## src/rtl/snake_pkg.sv

```systemverilog
// Shared types for the snake head stepper: headings, FSM states, reversal helpers.
// Latency: n/a (types and pure functions only).
// Backpressure: n/a.
package snake_pkg;

    typedef enum logic [1:0] {
        DIR_UP    = 2'b00,
        DIR_DOWN  = 2'b01,
        DIR_RIGHT = 2'b10,
        DIR_LEFT  = 2'b11
    } dir_t;

    typedef enum logic [1:0] {
        ST_IDLE = 2'd0,
        ST_RUN  = 2'd1,
        ST_OVER = 2'd2
    } state_t;

    function automatic dir_t opposite(input dir_t d);
        dir_t r;
        r = DIR_DOWN;
        case (d)
            DIR_UP:    r = DIR_DOWN;
            DIR_DOWN:  r = DIR_UP;
            DIR_RIGHT: r = DIR_LEFT;
            DIR_LEFT:  r = DIR_RIGHT;
            default:   r = DIR_DOWN;
        endcase
        return r;
    endfunction

    // A snake may not fold back onto itself in a single step.
    function automatic logic is_reversal(input dir_t cur, input dir_t req);
        return (req == opposite(cur));
    endfunction

endpackage

```

## src/rtl/snake_tick_gen.sv

```systemverilog
// Step-rate divider: raises tick on every TICK_DIV-th enabled cycle.
// Latency: tick is combinational from the count; count advances one per enabled cycle.
// Backpressure: en low freezes the count; clr zeroes it and masks tick that cycle.
module snake_tick_gen #(
    parameter int TICK_DIV = 5_000_000
) (
    input  logic clk,
    input  logic rst_n,
    input  logic en,
    input  logic clr,
    output logic tick
);

    localparam int CW = (TICK_DIV > 1) ? $clog2(TICK_DIV) : 1;
    localparam logic [CW-1:0] LAST = CW'(TICK_DIV - 1);
    localparam logic [CW-1:0] ONE  = CW'(1);

    logic [CW-1:0] cnt;

    assign tick = en && !clr && (cnt == LAST);

    always_ff @(posedge clk or negedge rst_n) begin
        if (!rst_n) begin
            cnt <= '0;
        end else if (clr) begin
            cnt <= '0;
        end else if (en) begin
            cnt <= (cnt == LAST) ? '0 : cnt + ONE;
        end
    end

endmodule

```

## src/rtl/snake_head_step.sv

```systemverilog
// Snake head position stepper with IDLE/RUN/OVER control; SNAKE_WRAP_EN makes walls wrap.
// Latency: head/heading/move_pulse update on the tick edge; game_over rises the cycle after a wall hit.
// Backpressure: pause freezes the step counter in RUN; start always restarts from centre.
module snake_head_step #(
    parameter int GRID_W   = 32,
    parameter int GRID_H   = 24,
    parameter int TICK_DIV = 5_000_000
) (
    input  logic                      clk,
    input  logic                      rst_n,
    input  logic                      start,
    input  logic                      pause,
    input  logic [1:0]                direction,
    output logic [$clog2(GRID_W)-1:0] head_x,
    output logic [$clog2(GRID_H)-1:0] head_y,
    output logic                      move_pulse,
    output logic                      game_over,
    output logic [1:0]                heading
);

    import snake_pkg::*;

    localparam int XW = $clog2(GRID_W);
    localparam int YW = $clog2(GRID_H);

    localparam logic [XW-1:0] X_MID = XW'(GRID_W / 2);
    localparam logic [XW-1:0] X_MAX = XW'(GRID_W - 1);
    localparam logic [XW-1:0] X_ONE = XW'(1);
    localparam logic [YW-1:0] Y_MID = YW'(GRID_H / 2);
    localparam logic [YW-1:0] Y_MAX = YW'(GRID_H - 1);
    localparam logic [YW-1:0] Y_ONE = YW'(1);

`ifdef SNAKE_WRAP_EN
    localparam logic WRAP_EN = 1'b1;
`else
    localparam logic WRAP_EN = 1'b0;
`endif

    state_t        state_q;
    state_t        state_d;
    dir_t          heading_q;
    dir_t          step_dir;
    logic [XW-1:0] x_q;
    logic [XW-1:0] x_step;
    logic [YW-1:0] y_q;
    logic [YW-1:0] y_step;
    logic          pulse_q;
    logic          tick;
    logic          tick_en;
    logic          tick_clr;
    logic          hit_wall;
    logic          move_ok;
    logic          wall_over;

    assign tick_en  = (state_q == ST_RUN) && !pause;
    assign tick_clr = start || (state_q != ST_RUN);

    snake_tick_gen #(
        .TICK_DIV (TICK_DIV)
    ) u_tick (
        .clk   (clk),
        .rst_n (rst_n),
        .en    (tick_en),
        .clr   (tick_clr),
        .tick  (tick)
    );

    always_comb begin
        step_dir = dir_t'(direction);
        if (is_reversal(heading_q, dir_t'(direction))) begin
            step_dir = heading_q;
        end
    end

    // Candidate position; at a wall it is the wrapped cell, used only when wrapping is enabled.
    always_comb begin
        x_step   = x_q;
        y_step   = y_q;
        hit_wall = 1'b0;
        case (step_dir)
            DIR_UP: begin
                if (y_q == '0) begin
                    hit_wall = 1'b1;
                    y_step   = Y_MAX;
                end else begin
                    y_step = y_q - Y_ONE;
                end
            end
            DIR_DOWN: begin
                if (y_q == Y_MAX) begin
                    hit_wall = 1'b1;
                    y_step   = '0;
                end else begin
                    y_step = y_q + Y_ONE;
                end
            end
            DIR_RIGHT: begin
                if (x_q == X_MAX) begin
                    hit_wall = 1'b1;
                    x_step   = '0;
                end else begin
                    x_step = x_q + X_ONE;
                end
            end
            DIR_LEFT: begin
                if (x_q == '0) begin
                    hit_wall = 1'b1;
                    x_step   = X_MAX;
                end else begin
                    x_step = x_q - X_ONE;
                end
            end
            default: begin
                x_step = x_q;
            end
        endcase
    end

    assign move_ok   = WRAP_EN || !hit_wall;
    assign wall_over = !WRAP_EN && hit_wall;

    always_ff @(posedge clk or negedge rst_n) begin
        if (!rst_n) begin
            state_q <= ST_IDLE;
        end else begin
            state_q <= state_d;
        end
    end

    always_comb begin
        state_d = state_q;
        case (state_q)
            ST_IDLE: begin
                if (start) state_d = ST_RUN;
            end
            ST_RUN: begin
                if (start) begin
                    state_d = ST_RUN;
                end else if (tick && wall_over) begin
                    state_d = ST_OVER;
                end
            end
            ST_OVER: begin
                if (start) state_d = ST_RUN;
            end
            default: state_d = ST_IDLE;
        endcase
    end

    // tick is already masked by start, so a restart always beats a coincident step.
    always_ff @(posedge clk or negedge rst_n) begin
        if (!rst_n) begin
            x_q       <= X_MID;
            y_q       <= Y_MID;
            heading_q <= DIR_UP;
            pulse_q   <= 1'b0;
        end else begin
            pulse_q <= 1'b0;
            if (start) begin
                x_q       <= X_MID;
                y_q       <= Y_MID;
                heading_q <= DIR_UP;
            end else if (tick) begin
                heading_q <= step_dir;
                if (move_ok) begin
                    x_q     <= x_step;
                    y_q     <= y_step;
                    pulse_q <= 1'b1;
                end
            end
        end
    end

    always_comb begin
        head_x     = x_q;
        head_y     = y_q;
        heading    = heading_q;
        move_pulse = pulse_q;
        game_over  = (state_q == ST_OVER);
    end

endmodule

```

## config.mk

```make
export PLATFORM = sky130hd
export DESIGN_NAME = snake_head_step
export DESIGN_NICKNAME = d
export VERILOG_FILES = /design/src/rtl/snake_pkg.sv /design/src/rtl/snake_tick_gen.sv /design/src/rtl/snake_head_step.sv
export SDC_FILE = /design/constraint.sdc
export NUM_CORES = 1
export LEC_CHECK = 0
export CAP_MARGIN = 20
export CORE_MARGIN = 1.5
export CORE_UTILIZATION = 40
export CTS_CLUSTER_SIZE = 8
export DETAILED_ROUTE_END_ITERATION = 6
export PLACE_DENSITY_LB_ADDON = 0.3
export SYNTH_ARGS = -nofsm -noshare
export SYNTH_HDL_FRONTEND = slang
export SYNTH_SLANG_ARGS = --single-unit
```

## constraint.sdc

```tcl
create_clock -name clk -period 2.2 [get_ports clk]
set_input_delay 0.33 -clock clk [delete_from_list [all_inputs] [get_ports clk]]
set_output_delay 0.33 -clock clk [all_outputs]
set_load 0.005 [all_outputs]
```

==> impl_metrics.toml <==
[logic_synthesis]
synthArstFlopShare_pct = 100
seq_area_frac_synth_pct = 37.3
ys_types = 57
synth_ff_type = "dfrtp_1"
yosys-top-cells-area = "dfrtp_1 34%, nand3_1 4.7%, nand2_1 4.5%, mux2i_1 4.3%, a21oi_1 3.5%"
syn_avg_cell_area_um2 = 9.14
synth-edff-count = 0
yosysWarnings = 0
yosysTopAreaCellShare_pct = 34.2
synth_nets = 293
postSynthCellCount = 280
ys_seq_elements = 38
syn_area_mm2 = 0.00256
synth_area_leader_cell = "dfrtp_1"

[clocking]
hold_buffers = 0
cts_root_buf = "clkbuf_8"
clockBufferDepth = 2
clkTransAtPathRegs_ps = 80
cts_inserted_buffers = 5
cts_num_sinks = 38
clkLatencyLatePin_ps = 280
htree_levels = 2
cts_tree = "done"

[critical_path]
path_cells = "ha_1 > and4_1 > and4_2 > a21oi_1 > buf_4 > buf_4 > a41oi_1 > a31oi_1"
start_kind = "flip-flop"
crit_path_max_fanout = 12
critPathCaptureType = "flip-flop"
critPathBufInv = 2
r2r_slack_ps = 180
crit_path_frequent_cell = "buf_4"
critical_path_class = "flip-flop to flip-flop"
critPathSlowestCell = "dfrtp_1"
cp_data_required_time_ps = 2410
critPathTopFamily = "simple AND/OR/NAND/NOR gates"
crit_arrival_ps = 2230
cpPeakStageDelay_ps = 420

[floorplanning]
die_y_um = 83.0
initial_core_util_pct = 42.2
pin_count = 20
core_mm2 = 0.00606
die_x_um = 83.0
die-area_mm2 = 0.00689
rows = 28

[place]
dp_hpwl_mm = 4.45
place.port_buffers = 19
post-place-ws_ps = -32.8
placed_area_mm2 = 0.00293
place.gp.congestion = 0.834

[sta]
period_minus_slack_ps = 2020
finalSetupTns_ps = 0
skew_ps = 6.91
hold_viol_final = 0
worst_pin_slew_ps = 878
slew_violations = 0
fmax_mhz = 494
rsz0062_at_grt = "no"
slew_headroom_pct = 41.5
period_share_pct = 92.0
setup_violations = 0
fin_ws_ps = 175

[layout]
finalNetCount = 331
fillers = 583
antenna_cells = 0
area_growth_pct = 18.1
final_common_cell = "dfrtp_1"
mostFrequentLayoutCells = "35 x dfrtp_1, 31 x nand2_1, 24 x nand3_1"
layout-drive-gt1-share_pct = 16.0
stdcell_area_mm2 = 0.00302

[run]
drv_cap = 0

[worst_hold_path]
hold_path.class = "input port to async pin"

[detailed_routing]
route.detailed.drc = 0
wl_per_cell_um = 15.3
routed_wl_mm = 6.02
vias = 2282
drt_iter0_markers = 114
ant_nets = 0
first_pass_iters = 4
vias_per_cell = 5.79

[power]
leakagePower_nw = 1.20
powerDensity_mw_per_mm2 = 431
ir_drop_mv = 0.370

[grt]
grt_antenna_before_repair = 0
grt_pass1_wl_mm = 10.8
grt_usage_pct = 18.5
grt_start_max_net_pins = 39
grt_pass1_vias = 2289
grt_remaining_overflow = 0

[status]
status = "complete, no violations"
-- cell usage after synthesis, types with 4 or more instances --
library cell	number
nand4_1	9
or3_1	10
nor4_1	4
nor2b_1	4
inv_1	10
nor2_1	14
xnor2_1	4
a31oi_1	5
o31ai_1	4
nand3_1	24
nand2_1	31
and2_1	4
nor4bb_1	4
ha_1	7
o21ai_0	16
dfrtp_1	35
mux2i_1	11
a21oi_1	18
-- power breakdown --
part / total [W] / internal (W) / switching (W)
registers: 0.000705 / 0.000701 / 0.00000328
logic: 0.0000977 / 0.0000352 / 0.0000625
clock network: 0.000500 / 0.000253 / 0.000247
-- cells by family (layout without fill, tap and decap cells) --
| group | Yosys count | count (layout) | share of synthesized area, % |
|---|---|---|---|
| flops | 38 | 38 | 37.3 |
| simple gates | 128 | 128 | 29.0 |
| fa+ha+maj | 7 | 7 | 3.42 |
| mux | 16 | 16 | 7.24 |
| xor+xnor | 7 | 7 | 2.40 |
| buf+inv | 20 | 59 | 4.45 |
| compound gates | 64 | 64 | 16.1 |
-- registers in the layout (all words and copies together) (netlist names) --
register	cells
u_tick.cnt	23
head_x	5
head_y	5
heading	2
state_q	2
move_pulse	1
-- area by class of cell --
class	instances	area [um2]	share of cell area, %
multi-input combinational	222	1490	49.4
sequential	38	955	31.6
timing repair buffer	41	350	11.6
tap	75	93.8	3.11
clock buffer	7	86.3	2.86
inverter	10	37.5	1.24
clock inverter	1	5.00	0.166
-- what timing repair did --
| action | in CTS | in global routing |
|---|---|---|
| setup buffers | 0 | 0 |
| gates resized for setup | 0 | 1 |
| setup endpoints to repair | 0 | 2 |
-- per-stage QoR --
step,total power (W),hold slack [ps],util (%),std cells
floorplan,0.000768,34.4,-,280
global placement,0.000816,501,48.3,386
detailed placement,0.000817,505,48.3,386
CTS,0.00132,196,49.8,394
global route,0.00137,236,49.9,394
finish,0.00130,165,49.9,394
-- metal layers --
metal  up-vias  global-route usage [%]  part of all wire, %  wire [um]
met5         -                       0                    0          0
met2        44                    31.5                   48       2890
met3         2                    3.18                  3.1        185
li1       1129                       -                    -          -
met4         0                    2.73                 0.25         15
met1      1107                    25.2                   49       2930
-- final timing paths --
check,from,endpoint,depth (start not counted)
hold reg to reg,u_tick.cnt[18],u_tick.cnt[18],1
max in group asynchronous,rst_n,move_pulse,1
min in group clk,u_tick.cnt[18],u_tick.cnt[18],1
setup reg to reg,u_tick.cnt[0],u_tick.cnt[18],8
hold / removal,rst_n,u_tick.cnt[15],1
setup / recovery,u_tick.cnt[0],u_tick.cnt[18],8
Power figures use the tool's default switching activity.
